$ cat src/rtl/window_scan_scheduler.sv
// window_scan_scheduler
//
// Frame-level scheduler that sits directly upstream of the processor loader.
// It walks every window origin of one frame in raster order, with Y as the
// inner loop and block as the outer loop. For each origin it waits for the
// loader to be ready, issues a one-cycle start, and waits for the loader's
// done before it moves to the next origin. A one-cycle frame_done pulse
// follows completion of the final window.
//
// Optional feature: define WINDOW_SCAN_COUNT_EN to add the windows_issued
// output. This output counts the starts issued since the last accept.
//
// Ports
//   clk, rst             clock (rising edge); asynchronous active-high reset
//   frame_start          scan request, sampled only while idle
//   last_y, last_block   largest valid origin, latched on accept
//   win_size             window size, latched on accept
//   pl_winSize           window size to the loader (registered)
//   pl_startY            row origin to the loader (registered)
//   pl_startBlock        block origin to the loader (registered)
//   pl_start             one-cycle start pulse to the loader
//   pl_ready, pl_done    loader handshake inputs
//   busy                 high from accept through frame_done
//   frame_done           one-cycle pulse after the last window completes
//   windows_issued       (WINDOW_SCAN_COUNT_EN only) starts issued this frame
module window_scan_scheduler #(
  parameter int unsigned Y_BITS     = 8,
  parameter int unsigned BLOCK_BITS = 6,
  parameter int unsigned WIN_BITS   = 5,
  parameter int unsigned Y_STEP     = 1
) (
  input  logic                  clk,
  input  logic                  rst,
  input  logic                  frame_start,
  input  logic [Y_BITS-1:0]     last_y,
  input  logic [BLOCK_BITS-1:0] last_block,
  input  logic [WIN_BITS-1:0]   win_size,
  output logic [WIN_BITS-1:0]   pl_winSize,
  output logic [Y_BITS-1:0]     pl_startY,
  output logic [BLOCK_BITS-1:0] pl_startBlock,
  output logic                  pl_start,
  input  logic                  pl_ready,
  input  logic                  pl_done,
  output logic                  busy,
  output logic                  frame_done
`ifdef WINDOW_SCAN_COUNT_EN
  ,
  output logic [Y_BITS+BLOCK_BITS:0] windows_issued
`endif
);

  typedef enum logic [2:0] {
    S_IDLE,
    S_WAIT_READY,
    S_ISSUE,
    S_WAIT_DONE,
    S_ADVANCE,
    S_FRAME_DONE
  } state_t;

  localparam logic [Y_BITS:0] Y_STEP_W = Y_STEP[Y_BITS:0];

  state_t                state;
  state_t                state_next;
  logic [Y_BITS-1:0]     last_y_q;
  logic [BLOCK_BITS-1:0] last_block_q;
  logic [Y_BITS:0]       y_sum;
  logic                  y_fits;
  logic                  block_last;
  logic                  frame_end;
  logic                  accept;
  logic                  start_next;
  logic                  busy_next;
  logic                  frame_done_next;

  // The Y sum carries one extra bit so that a large step near the top of the
  // range cannot wrap and produce a spurious extra row.
  assign y_sum      = {1'b0, pl_startY} + Y_STEP_W;
  assign y_fits     = (y_sum <= {1'b0, last_y_q});
  assign block_last = (pl_startBlock == last_block_q);
  assign frame_end  = !y_fits && block_last;
  assign accept     = (state == S_IDLE) && frame_start;

  // State register together with the registered control outputs.
  always_ff @(posedge clk or posedge rst) begin
    if (rst) begin
      state      <= S_IDLE;
      pl_start   <= 1'b0;
      busy       <= 1'b0;
      frame_done <= 1'b0;
    end else begin
      state      <= state_next;
      pl_start   <= start_next;
      busy       <= busy_next;
      frame_done <= frame_done_next;
    end
  end

  // Next-state logic.
  always_comb begin
    state_next = state;
    unique case (state)
      S_IDLE:       if (frame_start) state_next = S_WAIT_READY;
      S_WAIT_READY: if (pl_ready)    state_next = S_ISSUE;
      S_ISSUE:                       state_next = S_WAIT_DONE;
      S_WAIT_DONE:  if (pl_done)     state_next = S_ADVANCE;
      S_ADVANCE:    state_next = frame_end ? S_FRAME_DONE : S_WAIT_READY;
      S_FRAME_DONE:                  state_next = S_IDLE;
      default:                       state_next = S_IDLE;
    endcase
  end

  // The outputs are decoded from the next state and then registered. As a
  // result, each output is asserted in the same cycle as the state it
  // belongs to, with no combinational path from any input.
  always_comb begin
    start_next      = (state_next == S_ISSUE);
    busy_next       = (state_next != S_IDLE);
    frame_done_next = (state_next == S_FRAME_DONE);
  end

  // Origin counters double as the loader origin outputs. They change only on
  // accept and in S_ADVANCE, so they stay stable from issue through done.
  always_ff @(posedge clk or posedge rst) begin
    if (rst) begin
      pl_winSize    <= '0;
      pl_startY     <= '0;
      pl_startBlock <= '0;
      last_y_q      <= '0;
      last_block_q  <= '0;
    end else if (accept) begin
      pl_winSize    <= win_size;
      pl_startY     <= '0;
      pl_startBlock <= '0;
      last_y_q      <= last_y;
      last_block_q  <= last_block;
    end else if (state == S_ADVANCE) begin
      if (y_fits) begin
        pl_startY <= y_sum[Y_BITS-1:0];
      end else begin
        pl_startY <= '0;
        if (!block_last) pl_startBlock <= pl_startBlock + 1'b1;
      end
    end
  end

`ifdef WINDOW_SCAN_COUNT_EN
  always_ff @(posedge clk or posedge rst) begin
    if (rst) begin
      windows_issued <= '0;
    end else if (accept) begin
      windows_issued <= '0;
    end else if (state == S_ISSUE) begin
      windows_issued <= windows_issued + 1'b1;
    end
  end
`endif

endmodule

$ cat config.mk
export PLATFORM = sky130hd
export DESIGN_NAME = window_scan_scheduler
export DESIGN_NICKNAME = d
export VERILOG_FILES = /design/src/rtl/window_scan_scheduler.sv
export SDC_FILE = /design/constraint.sdc
export NUM_CORES = 1
export LEC_CHECK = 0
export CORE_UTILIZATION = 35
export DETAILED_ROUTE_END_ITERATION = 8
export GPL_ROUTABILITY_DRIVEN = 1
export GPL_TIMING_DRIVEN = 0
export PLACE_DENSITY = 0.64
export SLEW_MARGIN = 10
export SYNTH_ARGS = -nofsm -noshare
export SYNTH_HDL_FRONTEND = slang
export SYNTH_SLANG_ARGS = --single-unit
$ cat constraint.sdc
create_clock -name clk -period 3.1 [get_ports clk]
set_input_delay 0.93 -clock clk [delete_from_list [all_inputs] [get_ports clk]]
set_output_delay 0.93 -clock clk [all_outputs]
set_load 0.03 [all_outputs]
==> metrics.cfg, run 1 <==
[power_and_ir_drop]
p_leak_nw=1.204
p_sw_mw=0.9698
pwr-share-comb_pct=51.3
pwr_density_cell_nw_per_um2=891.6
p_seq_share_pct=35.1
cell_internal_pwr_mw=1.435
power.total_mw=2.405
clock_power_share_pct=13.7
ir_drop_v=0.0003815
swShare_pct=40.32

[timing]
tns_ps=0
max_freq_ghz=0.3392
slew_headroom_pct=69.22
final-max-slew-violation-count=0
post-route-period-util_pct=95.10
setup_violations=0
period_needed_ps=2948
final_hold_viol_count=0
worst_pin_slew_ps=461.7
fin_skew_ps=5.038
rsz0062_at_grt=no

[clock_network]
cts_setup_buffers=0
cts_tree=done
cts_root_buf=clkbuf_8
hold_buffers=0
cts_sinks=39
path_clk_slew_ps=70
clockBufferDepth=2
worstSkewPairLatency_ps=290
h-tree-depth=2
cts_inserted_buffers=5

[synthesis]
ys_ff_latch=39
yosys_warnings=0
ys_seq_area_share_pct=47.79
synth_area_per_cell_um2=10.75
synth-main-ff-cell=dfrtp_1
synth-edff-count=0
syn_area_um2=2042
yosysTopAreaCell=dfrtp_1
synthCells=190
synth_area_leaders=dfrtp_1, mux2_2, ha_1
synth_fp_nets=224
async_flop_share_pct=100.0
synth_cell_types=42
synth.top_cell.area_share_pct=47.79

[die]
die_h_um=78.38
placementRows=27
die_area_um2=6143
die_x_um=78.38
start_util_pct=36.63
core_um2=5574
io_pins=46

[final_layout]
layout_common_cells=clkdlybuf4s50_1, dfrtp_1, nand2_1, mux2_2, nor2_1
nNetsFinal=277
drive_gt1_share_pct=19.26
final_util_pct=48.40
final_common_cell=clkdlybuf4s50_1
antenna_cells=0
final_area_um2=2698
syn2layout_area_growth_pct=32.11

[run_status]
status=complete, no violations

[route]
drt-initial-drc-count=73
antenna_left=0
vias=1531
wl_um=4124
viasPerCell=4.845
wire_per_inst_um=13.05
first_pass_iters=4
drc=0

[grt]
overflow=0
antenna_found_initial=0
grt_max_degree=27
grt_pass1_wl_um=7031
first_global_vias=1498
grt_use_total_pct=14.71

[critical_path]
critical_path_arrival_ps=3140
crit_fanout=7
crit_slowest_cell=dfrtp_2
critical_path.endpoint_type=register
required_ps=3300
cp-start-kind=register
crit_type=reg2reg
critical_path.max_stage_delay_ps=440
cp_cell_sequence=ha_2 -> nand3_1 -> nor2_2 -> xor2_1 -> ha_1 -> a21o_1 -> a21oi_2 -> nor3b_4 -> o21ai_2 -> or3_4 -> o31ai_2

[flow_run]
cap_violations=0

[place]
gp_congestion=0.7208
post_dp_cell_area_um2=2603
hpwlAfterDp_um=3047
io_buffers=45

[hold_path]
hold_path.class=reg2reg

-- cell type report --
cell class	count	area (um^2)
flip-flops and latches	39	977.2
multi-input cells	133	997.2
well taps	72	90.09
plain buffers	7	40.04
fillers	550	2877
clock inverters	1	5.005
repair buffers	46	470.5
inverters	11	41.29
clock buffers	7	76.32
-- kinds of logic (layout without fill, tap and decap cells) --
logic type / count (synthesis) / count (layout) / synth area share, %
and+or+nand+nor: 59 / 59 / 15.56
xor gates and xnor gates: 12 / 12 / 5.147
muxes: 17 / 17 / 9.314
buffers and inverters: 18 / 72 / 3.982
DFF: 39 / 39 / 47.79
adders and majority gates: 10 / 10 / 6.127
AOI/OAI and AO/OA: 35 / 35 / 12.07
-- sequential cells by signal (all words and copies together), names as in the netlist --
name / count
busy: 1
frame_done: 1
last_block_q: 6
last_y_q: 8
pl_start: 1
pl_startBlock: 6
pl_startY: 8
pl_winSize: 5
state: 3
-- final timing paths --
| check | from | end | slack [ps] | depth (start not counted) |
|---|---|---|---|---|
| setup / recovery | pl_startY[0] | pl_startY[5] | 150 | 11 |
| hold / removal | pl_winSize[0] | pl_winSize[0] | 510 | 1 |
| setup reg to reg | pl_startY[0] | pl_startY[5] | 150 | 11 |
| hold reg to reg | pl_winSize[0] | pl_winSize[0] | 510 | 1 |
| max in group asynchronous | rst | pl_startY[0] | 1730 | 3 |
| min in group asynchronous | rst | pl_winSize[1] | 910 | 2 |
-- cells in the mapped netlist, types with 2 or more instances --
library cell	instances
ha_1	10
nor2b_1	4
a22o_1	5
nand3_1	7
buf_2	4
dfrtp_1	39
xnor2_1	6
nor2_1	14
mux2_2	16
xor2_1	6
nand2_1	16
o21ai_0	11
nand4_1	4
o21ai_2	3
a21oi_1	5
a31oi_1	2
inv_1	10
and3_1	4
-- stage by stage --
step | std cells | setup slack (ps) | hold WS, ps
after global routing | 316 | 8.278 | 543.2
after CTS | 316 | 37.70 | 512.9
final | 316 | 151.8 | 508.1
after detailed placement | 308 | 47.14 | 494.5
after floorplan | 190 | 153.2 | 484.9
after global placement | 307 | 63.50 | 490.4
-- power groups by stage --
stage	Sequential [mW]	Combinational (mW)	Clock, mW
6_report	0.843	1.23	0.329
5_1_grt	0.875	1.36	0.364
2_1_floorplan	0.998	0.703	0
3_3_place_gp	0.849	1.20	0
3_5_place_dp	0.855	1.22	0
4_1_cts	0.844	1.23	0.343
-- routing by layer --
metal / wire length [um] / GRT usage [%] / share of wire [%] / vias up
met5: 0 / 0 / 0 / -
met2: 1971 / 23.68 / 48 / 31
met1: 1967 / 19.13 / 48 / 725
li1: - / - / - / 773
met4: 36 / 5.556 / 0.87 / 0
met3: 148 / 3.488 / 3.6 / 2
-- worst max-delay path, delay by kind of cell (launching register included) --
kind                     cells  cell delay (ps)
flip-flops                   1              440
AND/OR/NAND/NOR              4             1030
AO/OA/AOI/OAI                4              680
adder cells (fa/ha/maj)      2              510
XOR/XNOR                     1              210
-- repair_timing --
| action | 4_1_cts | 5_1_grt |
|---|---|---|
| hold endpoints to repair | 0 | 0 |
| gates resized for setup | 0 | 4 |
| setup endpoints to repair | 0 | 13 |
(Power assumes the default switching activity.)
==> inputs of run 2 (changes only) <==
--- a/config.mk
+++ b/config.mk
@@ -8,7 +8,7 @@
 export CORE_UTILIZATION = 35
 export DETAILED_ROUTE_END_ITERATION = 8
 export GPL_ROUTABILITY_DRIVEN = 1
-export GPL_TIMING_DRIVEN = 0
+export GPL_TIMING_DRIVEN = 1
 export PLACE_DENSITY = 0.64
 export SLEW_MARGIN = 10
 export SYNTH_ARGS = -nofsm -noshare
==> metrics.cfg, run 2 (synthesized netlist as in run 1, its figures left out) <==
[die]
start_util_pct=36.63  ; unchanged
die_area_um2=6143  ; unchanged
die_h_um=78.38  ; unchanged
die_x_um=78.38  ; unchanged
core_um2=5574  ; unchanged
placementRows=27  ; unchanged
io_pins=46  ; unchanged

[route]
viasPerCell=5.032  ; +3.9%
antenna_left=0  ; unchanged
wl_um=4135  ; +0.27%
first_pass_iters=4  ; unchanged
vias=1570  ; +2.5%
drt-initial-drc-count=72  ; -1.4%
wire_per_inst_um=13.25  ; +1.6%
drc=0  ; unchanged

[clock_network]
cts_sinks=39  ; unchanged
worstSkewPairLatency_ps=290  ; about the same
cts_inserted_buffers=5  ; unchanged
path_clk_slew_ps=70  ; about the same
hold_buffers=0  ; unchanged
cts_tree=done
h-tree-depth=2  ; unchanged
clockBufferDepth=2  ; unchanged
cts_root_buf=clkbuf_8

[hold_path]
hold_path.class=reg2reg

[grt]
overflow=0  ; unchanged
antenna_found_initial=0  ; unchanged
grt_max_degree=40  ; +48%
grt_pass1_wl_um=7079  ; +0.68%
first_global_vias=1452  ; -3.1%
grt_use_total_pct=14.92  ; +0.21 points

[timing]
tns_ps=0  ; unchanged
post-route-period-util_pct=93.52  ; -1.6 points
final_hold_viol_count=0  ; unchanged
final-max-slew-violation-count=0  ; unchanged
max_freq_ghz=0.3449  ; +1.7%
setup_violations=0  ; unchanged
whs_ps=508.4  ; +0.3300 ps
fin_ws_ps=200.7  ; +48.91 ps
period_needed_ps=2899  ; -48.91 ps
slew_headroom_pct=66.24  ; -3.0 points
worst_pin_slew_ps=506.4  ; +44.77 ps
fin_skew_ps=9.739  ; +4.701 ps

[critical_path]
cp_cell_sequence=ha_2 -> nand3_1 -> nor2_2 -> xor2_2 -> ha_1 -> a21o_1 -> a21oi_2 -> nor3b_4 -> o21ai_2 -> or3_4 -> o31ai_2
crit_fanout=5  ; -2
required_ps=3290  ; about the same
critical_path_arrival_ps=3090  ; -50 ps
crit_type=reg2reg
cp-start-kind=register
critical_path.endpoint_type=register
critical_path.max_stage_delay_ps=430  ; about the same
crit_slowest_cell=dfrtp_1

[final_layout]
syn2layout_area_growth_pct=30.76
ff_latch_area_um2=977.2  ; unchanged
multi_input_area_um2=997.2  ; unchanged
antenna_cells=0  ; unchanged
nNetsFinal=273  ; -1.4%
layout_common_cells=clkdlybuf4s50_1, dfrtp_1, nand2_1, mux2_2, nor2_1
finalNonFillerCells=312  ; -1.3%
drive_gt1_share_pct=19.17  ; -0.096 points
n_fill_cell=573  ; +4.2%
final_common_cell=clkdlybuf4s50_1
largest_registers=last_y_q: 8 flops, pl_startY: 8 flops

[power_and_ir_drop]
ir_drop_v=0.0004000  ; +4.9%
power.total_mw=2.375  ; -1.2%
p_leak_nw=1.188  ; -1.3%
pwr_density_cell_nw_per_um2=889.6  ; -0.22%

[place]
io_buffers=45  ; unchanged
place_inst=303  ; -1.6%
hpwlAfterDp_um=2955  ; -3.0%
post-place-ws_ps=82.42  ; +35.28 ps
gp_congestion=0.7826  ; +8.6%

[run_status]
status=complete, no violations

[flow_run]
cap_violations=0  ; unchanged

==> run 2: cell types whose count changed in the layout (fill, tap and decap cells not counted), moves of 2 or more <==
| cell | before | now |
|---|---|---|
| buf_2 | 4 | 0 |
| buf_4 | 0 | 4 |
| clkbuf_1 | 3 | 0 |
| clkinv_2 | 1 | 3 |
==> run 2: path summary, 6_finish.rpt <==
kind | startpoint | end | slack (ps) | depth (start not counted)
worst min register to register | pl_winSize[0] | pl_winSize[0] | 510 | 1
worst max register to register | pl_startY[1] | pl_startY[5] | 200 | 11
worst max-delay path | pl_startY[1] | pl_startY[5] | 200 | 11
min in group asynchronous | rst | pl_winSize[1] | 1040 | 3
max in group asynchronous | rst | pl_startY[0] | 1660 | 3
worst min-delay path | pl_winSize[0] | pl_winSize[0] | 510 | 1
==> run 2: metrics by stage <==
step	area [um^2]	util, %
detailed placement	2565	46.02
finish	2670	47.90
global route	2670	47.90
floorplan	2042	-
CTS	2649	47.52
global placement	2565	46.02
==> run 2: critical path, delay by kind of cell (launching register included) <==
| family | cells | cell delay [ps] |
|---|---|---|
| simple gates | 4 | 990 |
| fa+ha+maj | 2 | 510 |
| compound gates | 4 | 690 |
| xor+xnor | 1 | 180 |
| flops | 1 | 430 |
==> run 2: timing repair <==
item,4_1_cts,5_1_grt
resized for setup,0,4
setup buffers,0,1
endpoints found under the setup margin,0,13
==> run 2: metal layers <==
layer  wire length (um)  share of wire [%]  vias to the layer above  global-route usage (%)
li1                   -                  -                      762                       -
met1               1895                 46                      767                   19.26
met2               2036                 49                       37                   24.82
met3                157                3.8                        4                   3.488
met4                 46                1.1                        0                   4.444
met5                  0                  0                        -                       0
==> run 2: cell type report <==
class,count,share of cell area (%)
inverter,11,1.546
tap,72,3.374
sequential,39,36.60
timing repair buffer,49,17.99
clock buffer,5,2.577
clock inverter,3,0.5623
multi-input combinational,133,37.35
==> run 2: report_power, final <==
part / internal (mW) / switching [mW] / leakage [nW]
Combinational: 0.550 / 0.615 / 0.650
Clock: 0.154 / 0.178 / 0.0477
Sequential: 0.705 / 0.174 / 0.490
Total: 1.41 / 0.967 / 1.19
